[config.mk]
export PLATFORM = sky130hd
export DESIGN_NAME = sd_card_fifo_writer
export DESIGN_NICKNAME = d
export VERILOG_FILES = /design/src/rtl/sd_card_fifo_writer.sv
export SDC_FILE = /design/constraint.sdc
export NUM_CORES = 1
export LEC_CHECK = 0
export BUFFER_PORTS_ARGS = -buffer_cell sky130_fd_sc_hd__buf_4
export CAP_MARGIN = 20
export CORE_MARGIN = 2
export CORE_UTILIZATION = 45
export DETAILED_ROUTE_END_ITERATION = 10
export MAX_ROUTING_LAYER = met4
export PLACE_DENSITY = 0.67
export SLEW_MARGIN = 20
export SYNTH_ARGS = -nofsm -noshare
export SYNTH_HDL_FRONTEND = slang
export SYNTH_SLANG_ARGS = --single-unit
[constraint.sdc]
create_clock -name wr_clk -period 4.5 [get_ports wr_clk]
set_input_delay 0.45 -clock wr_clk [delete_from_list [all_inputs] [get_ports wr_clk]]
set_output_delay 0.45 -clock wr_clk [all_outputs]
set_load 0.1 [all_outputs]
[src/rtl/sd_card_fifo_writer.sv]
// sd_card_fifo_writer
// Takes one sector's byte stream from the SD receive datapath, packs the bytes
// four at a time into 32-bit words and pushes them into the prefetch FIFO
// write port. Start, done and abort control lets the command sequencer track
// sector completion. Single clock domain (wr_clk), synchronous reset.

module sd_card_fifo_writer #(
    parameter int c_SECTOR_BYTES = 512,
    parameter bit c_BIG_ENDIAN   = 1'b0,
    parameter int c_CNT_WIDTH    = 10
) (
    input  logic                   wr_clk,
    input  logic                   wr_rst,
    input  logic                   sec_start,
    input  logic                   sec_abort,
    input  logic [7:0]             sec_byte,
    input  logic                   sec_byte_vld,
    output logic                   sec_byte_rdy,
    output logic                   sec_busy,
    output logic                   sec_done,
    output logic [c_CNT_WIDTH-1:0] byte_cnt,
    output logic [31:0]            wr_data,
    output logic                   wr_en,
    input  logic                   wr_vld
);

    typedef enum logic [1:0] {
        ST_IDLE  = 2'd0,
        ST_RECV  = 2'd1,
        ST_FLUSH = 2'd2
    } state_t;

    // Index of the final byte of a sector, in byte counter width.
    localparam logic [c_CNT_WIDTH-1:0] c_LAST_IDX = c_CNT_WIDTH'(c_SECTOR_BYTES - 1);

    state_t                   state_q, state_d;
    logic [1:0]               lane_cnt_q, lane_cnt_d;
    logic [2:0][7:0]          pack_q, pack_d;
    logic [c_CNT_WIDTH-1:0]   byte_cnt_q, byte_cnt_d;
    logic                     wr_en_q, wr_en_d;
    logic [31:0]              wr_data_q, wr_data_d;
    logic                     sec_done_q, sec_done_d;

    logic                     byte_rdy;
    logic                     byte_acc;
    logic                     wr_fire;
    logic [3:0][7:0]          lane_bytes;
    logic [31:0]              word_full;

    // Handshake terms. Only the lane-3 byte can stall: it is the one that
    // would overwrite a still-pending output word.
    assign byte_rdy = (state_q == ST_RECV) &&
                      ((lane_cnt_q != 2'd3) || !wr_en_q || wr_vld);
    assign byte_acc = sec_byte_vld && byte_rdy;
    assign wr_fire  = wr_en_q && wr_vld;

    // The word being completed: three held lanes plus the incoming lane-3 byte.
    generate
        for (genvar gi = 0; gi < 3; gi++) begin : g_lane_src
            assign lane_bytes[gi] = pack_q[gi];
        end
    endgenerate
    assign lane_bytes[3] = sec_byte;

    // Byte-lane placement inside the FIFO word depends on the endianness choice.
    generate
        for (genvar gi = 0; gi < 4; gi++) begin : g_word_map
            if (c_BIG_ENDIAN) begin : g_big
                assign word_full[31 - 8*gi -: 8] = lane_bytes[gi];
            end else begin : g_little
                assign word_full[8*gi +: 8] = lane_bytes[gi];
            end
        end
    endgenerate

    // Next-state logic: sector FSM, byte packing, output word register.
    always_comb begin
        state_d    = state_q;
        lane_cnt_d = lane_cnt_q;
        pack_d     = pack_q;
        byte_cnt_d = byte_cnt_q;
        wr_en_d    = wr_en_q;
        wr_data_d  = wr_data_q;
        sec_done_d = 1'b0;

        // A completed write empties the output register; a word loaded in the
        // same cycle below takes precedence.
        if (wr_fire) begin
            wr_en_d   = 1'b0;
            wr_data_d = '0;
        end

        case (state_q)
            ST_IDLE: begin
                if (sec_start) begin
                    state_d    = ST_RECV;
                    byte_cnt_d = '0;
                    lane_cnt_d = 2'd0;
                    pack_d     = '0;
                end
            end

            ST_RECV: begin
                if (byte_acc) begin
                    for (int i = 0; i < 3; i++) begin
                        if (lane_cnt_q == 2'(i)) begin
                            pack_d[i] = sec_byte;
                        end
                    end
                    lane_cnt_d = lane_cnt_q + 2'd1;
                    byte_cnt_d = byte_cnt_q + c_CNT_WIDTH'(1);
                    if (lane_cnt_q == 2'd3) begin
                        wr_en_d   = 1'b1;
                        wr_data_d = word_full;
                    end
                    if (byte_cnt_q == c_LAST_IDX) begin
                        state_d = ST_FLUSH;
                    end
                end
            end

            ST_FLUSH: begin
                if (wr_fire) begin
                    state_d    = ST_IDLE;
                    sec_done_d = 1'b1;
                end
            end

            default: begin
                state_d = ST_IDLE;
            end
        endcase

        // Abort wins over everything except reset. byte_cnt is left as it was
        // so the sequencer can see how far the sector got.
        if (sec_abort) begin
            state_d    = ST_IDLE;
            lane_cnt_d = 2'd0;
            pack_d     = '0;
            byte_cnt_d = byte_cnt_q;
            wr_en_d    = 1'b0;
            wr_data_d  = '0;
            sec_done_d = 1'b0;
        end
    end

    // State and datapath registers.
    always_ff @(posedge wr_clk) begin
        if (wr_rst) begin
            state_q    <= ST_IDLE;
            lane_cnt_q <= 2'd0;
            pack_q     <= '0;
            byte_cnt_q <= '0;
            wr_en_q    <= 1'b0;
            wr_data_q  <= '0;
            sec_done_q <= 1'b0;
        end else begin
            state_q    <= state_d;
            lane_cnt_q <= lane_cnt_d;
            pack_q     <= pack_d;
            byte_cnt_q <= byte_cnt_d;
            wr_en_q    <= wr_en_d;
            wr_data_q  <= wr_data_d;
            sec_done_q <= sec_done_d;
        end
    end

    assign sec_byte_rdy = byte_rdy;
    assign sec_busy     = (state_q != ST_IDLE);
    assign sec_done     = sec_done_q;
    assign byte_cnt     = byte_cnt_q;
    assign wr_data      = wr_data_q;
    assign wr_en        = wr_en_q;

endmodule

# Word-level counts from Yosys, hierarchy flattened
# Index checks and enable logic that the tools add are counted.
[word_totals]
regBits = 72
output_inout_bits = 46
wordCells = 71
[classes]
add_sub_neg = 2
eq_ne = 14
n_mux = 26
bitwise = 2
reduce_logical = 18
[ops]
columns = ["cell", "count"]
rows = [
  ["32-bit 2-to-1 mux", 4],
  ["24-bit 2-to-1 mux", 2],
  ["24-bit case mux with 2 select lines", 1],
  ["8-bit 2-to-1 mux", 3],
  ["10-bit 2-to-1 mux", 2],
  ["10-bit case mux with 2 select lines", 1],
  ["4-bit AND reduction", 5],
  ["2-bit 2-to-1 mux", 6],
  ["10-bit by 1-bit adder with 10-bit output, second input constant", 1],
  ["10-bit by 9-bit == test with 1-bit output, second input constant", 1],
  ["2-bit by 1-bit inequality test with 1-bit output, second input constant", 4],
  ["2-bit inequality test, second input constant", 4],
  ["2-bit == test, second input constant", 3],
  ["2-bit case mux with 3 select lines", 1],
  ["1-bit 2-to-1 mux", 5],
  ["2-bit by 1-bit == test with 1-bit output, second input constant", 2],
  ["2-bit logical NOT", 2],
  ["2-bit case mux with 2 select lines", 1],
  ["2-bit nonzero test", 2],
  ["1-bit logical AND", 3],
  ["3-bit AND reduction", 1],
  ["3-bit OR reduction", 1],
  ["2-bit by 1-bit adder with 2-bit output, second input constant", 1],
  ["1-bit logical OR", 2],
  ["3 further kinds", 4],
]

# Longest topological paths before layout
# Gate-level depths: netlist of the first run.
[logic_depth]
ltp_word = 7
ltp_mapped = 7
ltp_nobuf = 5

# Worst setup path after synthesis of the first run
# OpenSTA, ideal clock, no wires.
[synth_path]
path_kind = "register -> output"
from = "reg wr_en_q, in the netlist wr_en"
to = "out sec_byte_rdy"
t_arrival_ps = 2316
required_time_ps = 4050
setup_slack_ps = 1734
stages_incl_launch_ff = 3
path_buffers = 0
cell_sequence = "dfxtp_1 and3b_1 nor2_1"
[synth_via]
elab_chain_cells = 4
[synth_lines]
columns = ["item", "line", "text"]
rows = [
  ["from (decl)", "40", "logic wr_en_q, wr_en_d;"],
  ["from (signal assigned)", "162", "wr_en_q <= wr_en_d;"],
  ["1-bit logical NOT", "53", "((lane_cnt_q != 2'd3) || !wr_en_q || wr_vld);"],
  ["1-bit logical OR (2 in series)", "53", ""],
  ["1-bit logical AND", "52", "assign byte_rdy = (state_q == ST_RECV) &&"],
  ["to (decl)", "18", "output logic sec_byte_rdy,"],
]
# No other way between the ends.

# Worst setup path after layout of the first run
[layout_path]
from = "reg state_q[0]"
to = "out sec_byte_rdy"
[layout_via]
elab_chain_cells = 2
[layout_lines]
columns = ["item", "line", "text"]
rows = [
  ["from (decl)", "36", "state_t state_q, state_d;"],
  ["from (signal assigned)", "158", "state_q <= state_d;"],
  ["2-bit by 1-bit == test with 1-bit output", "52", ""],
  ["1-bit logical AND", "52", ""],
]
# No other way between the ends.

==> results of run 1 <==
[per-layer routing]
metal	global-route usage [%]	wire (µm)	vias to the layer above
met5	-	0	-
met4	8.947	42	0
met3	4.572	380	7
met2	30.89	3322	83
met1	28.46	3357	1235
li1	-	-	1320
[path summary, 6_finish.rpt]
check | to | slack, ns
max reg2reg | byte_cnt[7]$_SDFFE_PP0P_ | 2.25
min | byte_cnt[1]$_SDFFE_PP0P_ | 0.30
max | sec_byte_rdy | 2.17
min reg2reg | wr_data[18]$_SDFF_PP0_ | 0.46
[registers in the layout, summed over array words and instances, names as in the netlist]
signal      flops
wr_data        32
lane_bytes     24
byte_cnt       10
lane_cnt_q      2
state_q         2
sec_done        1
wr_en           1
[cells in the final DEF, fill, tap and decap left out, types with 3 or more instances in the layout]
| cell type | netlist | final |
|---|---|---|
| nand3_1 | 73 | 73 |
| dfxtp_1 | 72 | 72 |
| buf_4 | 2 | 62 |
| a21oi_1 | 39 | 39 |
| o21ai_1 | 38 | 38 |
| nand2_1 | 31 | 30 |
| clkbuf_8 | 0 | 10 |
| nor2_1 | 7 | 7 |
| inv_1 | 5 | 5 |
| ha_1 | 5 | 5 |
| a31oi_4 | 3 | 3 |
| and3_1 | 4 | 3 |
| clkinvlp_4 | 0 | 3 |
[metrics by stage]
stage	util (%)	hold slack, ns	instances	setup slack, ns	total power [mW]
after CTS	56.95	0.2937	471	2.132	1.298
after global routing	56.97	0.3042	471	2.041	1.333
after floorplan	-	0.4322	342	1.734	0.7014
final	56.97	0.3047	471	2.170	1.289
after detailed placement	53.34	0.4533	455	2.226	0.7223
after global placement	53.30	0.4439	455	2.324	0.7218
[logic make-up after synthesis]
kind of cell / synth area share (%)
AOI/OAI and AO/OA: 18.32
DFF: 48.63
adders and majority gates: 2.111
buffers and inverters: 5.529
and+or+nand+nor: 25.41
[layout make-up]
class / count / area share [%]
clock inverter: 6 / 2.525
timing repair buffer: 62 / 12.87
multi-input combinational: 238 / 37.67
sequential: 72 / 39.85
inverter: 6 / 0.6226
tap: 77 / 2.663
clock buffer: 10 / 3.805
[power groups by stage]
stage               sequential (mW)  clock, mW  combinational (mW)
floorplan                     0.657          0              0.0447
global placement              0.656          0              0.0653
detailed placement            0.657          0              0.0656
CTS                           0.642      0.591              0.0656
global route                  0.642      0.621              0.0708
finish                        0.642      0.582              0.0651
==> summary.md, run 1 <==
| Metric | Value |
|---|---|
| Placed Area | 3387 µm² |
| Initial drt markers | 153 |
| Buf+Inv Stages, Crit Path | 1 |
| Internal power | 987.9 µW |
| H-tree levels | 3 |
| Via count | 2,645 |
| Number of remaining DRC errors | 0 |
| Post-Syn Area per Cell | just under 9 µm² |
| Drt total wl | roughly 7100 µm |
| Stages on the worst setup path | 3 |
| Slowest CP cell | dfxtp_1 |
| Sw power | 301.0 µW |
| DIE HEIGHT | 85.16 µm |
| Hold path depth | 2 |
| Syn nets | 361 |
| Setup crit start kind | register |
| # fillers | 618 |
| Gr ovfl total | 0 |
| Period utilisation layout | 51.77% |
| Clock Power Share | 45.2% |
| # rows | 29 |
| Maxcap violations | 0 |
| Fmax | 429.2 MHz |
| First-pass DRT Iterations | 5 |
| Port Buf Inserts | 59 |
| Largest net degree at the start of global routing | 38 |
| Hold_buf cts | 0 |
| Combinational share of power | 5.0% |
| Vias per cell | 5.616 |
| Multi-input gate area | ~1400 µm² |
| Flop pwr share | 49.8% |
| Most common cell in the netlist | nand3_1 |
| Post-synth top area share | 48.63% |
| Root Driver | clkbuf_8 |
| Syn. warnings | 0 |
| GP Congestion | approximately 0.86 |
| Slew HR | around 40% |
| CTS buffer count | 9 |
| Core Region | ~6300 µm² |
| Clock transition at path regs | 0.08 ns |
| Commonest cells post-synth | 73 x nand3_1, 72 x dfxtp_1, 39 x a21oi_1 |
| Netlist Area Pre-Place | 2964 µm² |
| Max Root-Sink Buffers | 2 |
| Crit-path cells | nand2b_1 -> nor2_1 -> buf_4 |
| Worst-path maximum fanout | 14 |
| Post-CTS Setup Repair Bufs | 0 |
| Final min period | 2.330 ns |
| Synth area leader | dfxtp_1 |
| Die area | 7252 µm² |
| Clk Latency, worst-skew pair | 0.35 ns |
| Finish-stage setup viols | 0 |
| RSZ-0062 raised after global routing | false |
| Initial core utilization | 46.68% |
| FF-to-FF path depth | 4 |
| Hold_sp | wr_rst |
| Peak VDD IR | about 0.00033 V |
| CP top delay family | simple AND/OR/NAND/NOR gates |
| Post-synth EDFFs | 0 |
| Arrival @ worst endpoint | 1.88 ns |
| Resized cells post-CTS | 0 |
| Synth area leaders | dfxtp_1 49%, nand3_1 12%, a21oi_1 6.6%, o21ai_1 6.4%, nand2_1 3.9% |
| Number of antenna violations at the first check in global routing | 0 |
| Gr usage total | 21.18% |
| Seq/Total Area, Yosys | 48.63% |
| Vias in the first global route | 2,449 |
| Post-DP HPWL | 4684 µm |
| Global-route wire length before repair | 11,810 µm |
| PwrDens | 356.3 nW/µm² |
| CTS Sinks | 72 |
| Final hold vios | 0 |
| Fin Setup TNS | 0 ns |
| Area grow syn2layout | 22.03% |
| Slowest stage delay, CP | 0.56 ns |
| Fraction of layout cells with a size suffix above 1 | between 20% and 30% |
| Crit. End Element | primary output |
| Post-synth cell types | 45 |
| Worst slew pin tran | 0.8998 ns |
| WP data required | 4.05 ns |
| Clock Skew | 0.006029 ns |
| Critical Path Start | state_q[0]$_SDFFE_PP0P_ |
| Critical path class | register to primary output |
| Switch share | 23.35% |
| Final net count | around 410 |
| Final Instance Area | 3617 µm² |
| Status | finished clean |
| Die width | between 80 and 90 µm |
| RR Startpoint | state_q[0]$_SDFFE_PP0P_ |
| Leakage power | around 1.4 nW |
| Max Slew Vio Count | 0 |
| Ys flop type | dfxtp_1 |
| Antenna diode count | 0 |
| Fraction of registers with async set/reset | 0% |
| Io pins | 60 |
| Seq cells post-synth | around 70 |
| Wirelength per Cell | 15.08 µm |
| Cells after Synth | 342 |
| FF/Latch Area | 1441 µm² |
| CTS tree | yes |
| Hold Crit Class | input pin to register |
| Routed Antenna Nets | 0 |
Power figures use the tool's default switching activity.
==> run 2, diff against run 1 <==
PLACE_DENSITY = 0.7   (was 0.67)
clock period = 1.95 ns   (was 4.5 ns; I/O delays follow)
==> run 2 against run 1 <==
Register-to-register slack got worse by 2.1 ns. Count of clock-buffer cells in the layout fell by 1. Core utilization rose by 0.77 points. Flip-flop and latch count is the same. Final cell count grew 1.3%. Design area rose by 1.3%. First-iteration DRC count increased by 7.2%. Critical path depth increased by 1. Worst hold slack worse by 0.26 ns. Clock power rose by 130%. Setup slack got worse by 2.1 ns. Sequential share of layout area decreased by 0.33 points. Critical path type unchanged. Critical endpoint unchanged. Highest routed layer unchanged.
==> summary.md, run 2 (synthesis results as in run 1) <==
| Metric | Value |
|---|---|
| Worst-path maximum fanout | 5 |
| Number of antenna violations at the first check in global routing | 0 |
| # fillers | 579 |
| Crit-path cells | ha_1 -> and3b_1 -> nor2_2 -> buf_4 |
| Fin Setup TNS | 0 ns |
| FF-to-FF path depth | 5 |
| Stages on the worst setup path | 4 |
| Slowest stage delay, CP | 0.35 ns |
| Resized cells post-CTS | 0 |
| GP Congestion | 0.7890 |
| Slew HR | between 50% and 60% |
| Period utilisation layout | 95.22% |
| R2R setup slack | 0.19 ns |
| PwrDens | 812.9 nW/µm² |
| Setup crit start kind | register |
| Initial drt markers | 164 |
| WP data required | 1.75 ns |
| Fmax | between 500 and 600 MHz |
| Critical path class | register to primary output |
| Final hold vios | 0 |
| Peak VDD IR | 0.0004128 V |
| Most frequent cells in the layout | 73 x nand3_1, 68 x buf_4, 66 x dfxtp_1 |
| Hold Crit Class | input pin to register |
| Critical Path Start | lane_cnt_q[0]$_SDFFE_PP0P_ |
| Clock Skew | 0.006940 ns |
| Arrival @ worst endpoint | 1.66 ns |
| Vias in the first global route | between 2,000 and 2,500 |
| Initial core utilization | 46.68% |
| Io pins | 60 |
| Wirelength per Cell | 14.57 µm |
| Maxcap violations | 0 |
| H-tree levels | 3 |
| Post-CTS Setup Repair Bufs | 0 |
| Hold_buf cts | 0 |
| Gr usage total | 20.26% |
| Max Slew Vio Count | 0 |
| Post-DP HPWL | ~4700 µm |
| Global-route wire length before repair | roughly 11,000 µm |
| Vias per cell | 5.583 |
| Crit. End Element | primary output |
| Drt total wl | 6952 µm |
| Max Root-Sink Buffers | 2 |
| Worst slew pin tran | about 0.67 ns |
| First-pass DRT Iterations | 4 |
| Finish-stage setup viols | 0 |
| CP top delay family | simple AND/OR/NAND/NOR gates |
| Most common cell after layout, fill and taps aside | nand3_1 |
| Met3 WL post-DR | 407 µm |
| Die area | approximately 7300 µm² |
| Met2 WL post-DR | 3172 µm |
| Slowest CP cell | dfxtp_1 |
| RR Endpoint | state_q[0]$_SDFFE_PP0P_ |
| Fraction of layout cells with a size suffix above 1 | 25.00% |
| Core Region | about 6300 µm² |
| Worst setup path endpoint | sec_byte_rdy |
| Util after Layout | 57.73% |
| RSZ-0062 raised after global routing | false |
| Antenna diode count | 0 |
| Area grow syn2layout | 23.68% |
| Max FFs per register | 32 |
| CTS buffer count | 9 |
| Port Buf Inserts | slightly below 60 |
| # rows | 29 |
| Die width | 85.16 µm |
| CTS tree | yes |
| CTS Sinks | 72 |
| Number of remaining DRC errors | 0 |
| Gr ovfl total | 0 |
| DIE HEIGHT | 85.16 µm |
| Leakage power | 1.403 nW |
| Routed met1 length | between 3000 and 4000 µm |
| Clock transition at path regs | about 0.080 ns |
| Root Driver | clkbuf_8 |
| Via count | 2,663 |
| Highest metal used | met4 |
| Status | finished clean |
| Final net count | 414 |
| Routed Antenna Nets | 0 |
| Clk Latency, worst-skew pair | 0.35 ns |
| Largest net degree at the start of global routing | 37 |
| Buf+Inv Stages, Crit Path | 1 |
| RR Startpoint | lane_cnt_q[0]$_SDFFE_PP0P_ |
| Final min period | 1.857 ns |
==> run 2: cell types whose count changed in the layout (fill, tap and decap cells not counted), moves of 3 or more <==
cell and delta:
dfxtp_2 +6, dfxtp_1 -6, clkinvlp_4 -3, buf_4 +6
==> run 2: routing by layer <==
metal | GRT usage, % | vias up
li1 | - | 1331
met1 | 27.85 | 1243
met2 | 29.69 | 82
met3 | 4.961 | 7
met4 | 5.916 | 0
met5 | - | -
==> run 2: report_power, final <==
group	total (mW)	internal [mW]	switching (mW)
sequential	1.48	1.47	0.00637
combinational	0.156	0.0502	0.106
clock	1.34	0.738	0.606
==> run 2: how the worst min path moves through the flow <==
stage                start                  endpoint  slack (ns)  depth (start not counted)
floorplan           wr_rst  byte_cnt[0]$_SDFFE_PP0P_        0.26                          1
global placement    wr_rst  byte_cnt[0]$_SDFFE_PP0P_        0.41                          2
detailed placement  wr_rst  byte_cnt[4]$_SDFFE_PP0P_        0.41                          2
CTS                 wr_rst  byte_cnt[4]$_SDFFE_PP0P_        0.04                          2
global route        wr_rst  byte_cnt[0]$_SDFFE_PP0P_        0.05                          2
finish              wr_rst  byte_cnt[1]$_SDFFE_PP0P_        0.04                          2
==> run 2: final cells by class <==
type / instances / area (µm²) / share of cell area [%]
tap: 77 / 96.34 / 2.628
clock buffer: 9 / 123.9 / 3.379
timing repair buffer: 68 / 510.5 / 13.92
inverter: 6 / 22.52 / 0.6143
sequential: 72 / 1449 / 39.52
multi-input combinational: 238 / 1361 / 37.13
clock inverter: 7 / 102.6 / 2.799
==> run 2: metrics by stage <==
step	instances	hold WS, ns	setup slack (ns)	cell area [µm²]	power (mW)
final	477	0.04380	0.09328	3666	2.980
after global routing	477	0.04961	0.003702	3666	3.085
after CTS	477	0.03896	0.09271	3665	2.997
after detailed placement	461	0.4087	0.2028	3438	1.671
after global placement	461	0.4057	0.2277	3438	1.670
after floorplan	342	0.2600	0.03513	2973	1.619
==> run 3, diff against run 2 <==
PLACE_DENSITY = 0.64   (was 0.7)
clock period = 2.4 ns   (was 1.95 ns; I/O delays follow)
==> run 3 against run 2 <==
Routed wire length is 4.0% higher. Core utilization is 0.35 points higher. Count of clock-buffer cells in the layout stayed put. Largest cell class unchanged.
==> summary.md, run 3 (synthesis results as in run 1) <==
| Metric | Value |
|---|---|
| Status | finished clean |
| Buf+Inv Stages, Crit Path | 1 |
| Worst-path maximum fanout | 11 |
| Die width | 85.16 µm |
| Final hold vios | 0 |
| Most common cell after layout, fill and taps aside | nand3_1 |
| Vias in the first global route | roughly 2,500 |
| Worst slew pin tran | 0.6824 ns |
| DIE HEIGHT | 85.16 µm |
| H-tree levels | 3 |
| Sw power | 590.8 µW |
| Number of remaining DRC errors | 0 |
| Leakage power | 1.414 nW |
| Critical path class | register to primary output |
| Post-DP HPWL | 4968 µm |
| Io pins | 60 |
| Arrival @ worst endpoint | 1.77 ns |
| Via count | 2,646 |
| Clock transition at path regs | 0.08 ns |
| Number of antenna violations at the first check in global routing | 0 |
| # fillers | 591 |
| Finish-stage setup viols | 0 |
| Slowest CP cell | dfxtp_1 |
| Vias per cell | around 5.5 |
| Clk Latency, worst-skew pair | 0.35 ns |
| Crit-path cells | nand2b_1 -> nor2_2 -> buf_4 |
| WP data required | 2.16 ns |
| Final net count | 415 |
| Hold_buf cts | 0 |
| Setup crit start kind | register |
| Internal power | 1.942 mW |
| Flop pwr share | 47.5% |
| Die area | between 7000 and 8000 µm² |
| # rows | 29 |
| Final Instance Area | 3689 µm² |
| Placed Area | 3440 µm² |
| Switch share | 23.32% |
| Maxcap violations | 0 |
| Port Buf Inserts | 59 |
| Crit. End Element | primary output |
| Slew HR | 54.51% |
| Post-CTS Setup Repair Bufs | 0 |
| Combinational share of power | 5.1% |
| Period utilisation layout | 83.69% |
| Clock Skew | 0.007474 ns |
| Area grow syn2layout | 24.44% |
| Antenna diode count | 0 |
| RSZ-0062 raised after global routing | false |
| Initial drt markers | 146 |
| Fmax | 497.9 MHz |
| Core Region | 6350 µm² |
| Max Slew Vio Count | 0 |
| Peak VDD IR | between 0.0004 and 0.0005 V |
| Initial core utilization | between 40% and 50% |
| Fin Setup TNS | 0 ns |
| Most frequent cells in the layout | 73 x nand3_1, 72 x dfxtp_1, 69 x buf_4 |
| Drt total wl | 7232 µm |
| CTS buffer count | 9 |
| Global-route wire length before repair | 12,050 µm |
| Largest net degree at the start of global routing | 37 |
| Max FFs per register | 32 |
| Routed Antenna Nets | 0 |
| Gr usage total | 21.45% |
| Root Driver | clkbuf_8 |
| Gr ovfl total | 0 |
| CTS Sinks | between 70 and 80 |
| Wirelength per Cell | 15.13 µm |
| Slowest stage delay, CP | 0.56 ns |
| Worst hold slack | around 0.11 ns |
| Hold Crit Class | input pin to register |
| CTS tree | yes |
| Clock Power Share | about 47% |
| GP Congestion | 0.8755 |
| Final min period | 2.009 ns |
| Fraction of layout cells with a size suffix above 1 | between 20% and 30% |
| CP top delay family | flip-flops |
| Resized cells post-CTS | 0 |
| PwrDens | 686.7 nW/µm² |
| First-pass DRT Iterations | 4 |
| Max Root-Sink Buffers | 2 |
-- run 3: worst paths after layout --
check	start	endpoint	slack [ns]	cells after the start
hold reg to reg	lane_bytes[17]$_SDFFE_PP0P_	wr_data[17]$_SDFF_PP0_	0.46	2
setup reg to reg	lane_cnt_q[0]$_SDFFE_PP0P_	state_q[0]$_SDFFE_PP0P_	0.69	5
setup / recovery	state_q[0]$_SDFFE_PP0P_	sec_byte_rdy	0.39	3
hold / removal	wr_rst	byte_cnt[4]$_SDFFE_PP0P_	0.11	2
-- run 3: worst reg2reg max path: cells and delay by family, from the launching register on --
family / cells / cell delay [ns]
simple gates: 4 / 0.95
fa+ha+maj: 1 / 0.28
flops: 1 / 0.35
-- run 3: power groups by stage --
stage	combinational [mW]	sequential, mW	clock (mW)
2_1_floorplan	0.0842	1.23	0
3_3_place_gp	0.129	1.23	0
3_5_place_dp	0.129	1.23	0
4_1_cts	0.129	1.20	1.22
5_1_grt	0.140	1.20	1.27
6_report	0.130	1.20	1.20
-- run 3: cell type report --
type                       count  area (µm²)  area share, %
inverter                       6       22.52         0.6106
tap                           77       96.34          2.612
sequential                    72        1441          39.08
timing repair buffer          69       518.0          14.04
clock buffer                   9       123.9          3.358
multi-input combinational    238        1361          36.91
clock inverter                 7       125.1          3.392
-- run 3: per-layer routing --
| metal | vias up | routed length (µm) | global-route usage (%) | share of wire (%) |
|---|---|---|---|---|
| li1 | 1338 | - | - | - |
| met1 | 1236 | 3434 | 28.38 | 47 |
| met2 | 63 | 3365 | 32.46 | 47 |
| met3 | 9 | 338 | 3.794 | 4.7 |
| met4 | 0 | 93 | 8.947 | 1.3 |
| met5 | - | 0 | - | 0 |
-- run 3: per-stage QoR --
step / std cells / setup slack (ns) / power, mW / utilization, %
finish: 478 / 0.3915 / 2.533 / 58.09
global route: 478 / 0.2724 / 2.616 / 58.09
CTS: 478 / 0.3793 / 2.549 / 58.09
detailed placement: 462 / 0.7169 / 1.360 / 54.17
global placement: 462 / 0.7568 / 1.360 / 54.17
floorplan: 342 / 0.1110 / 1.316 / -
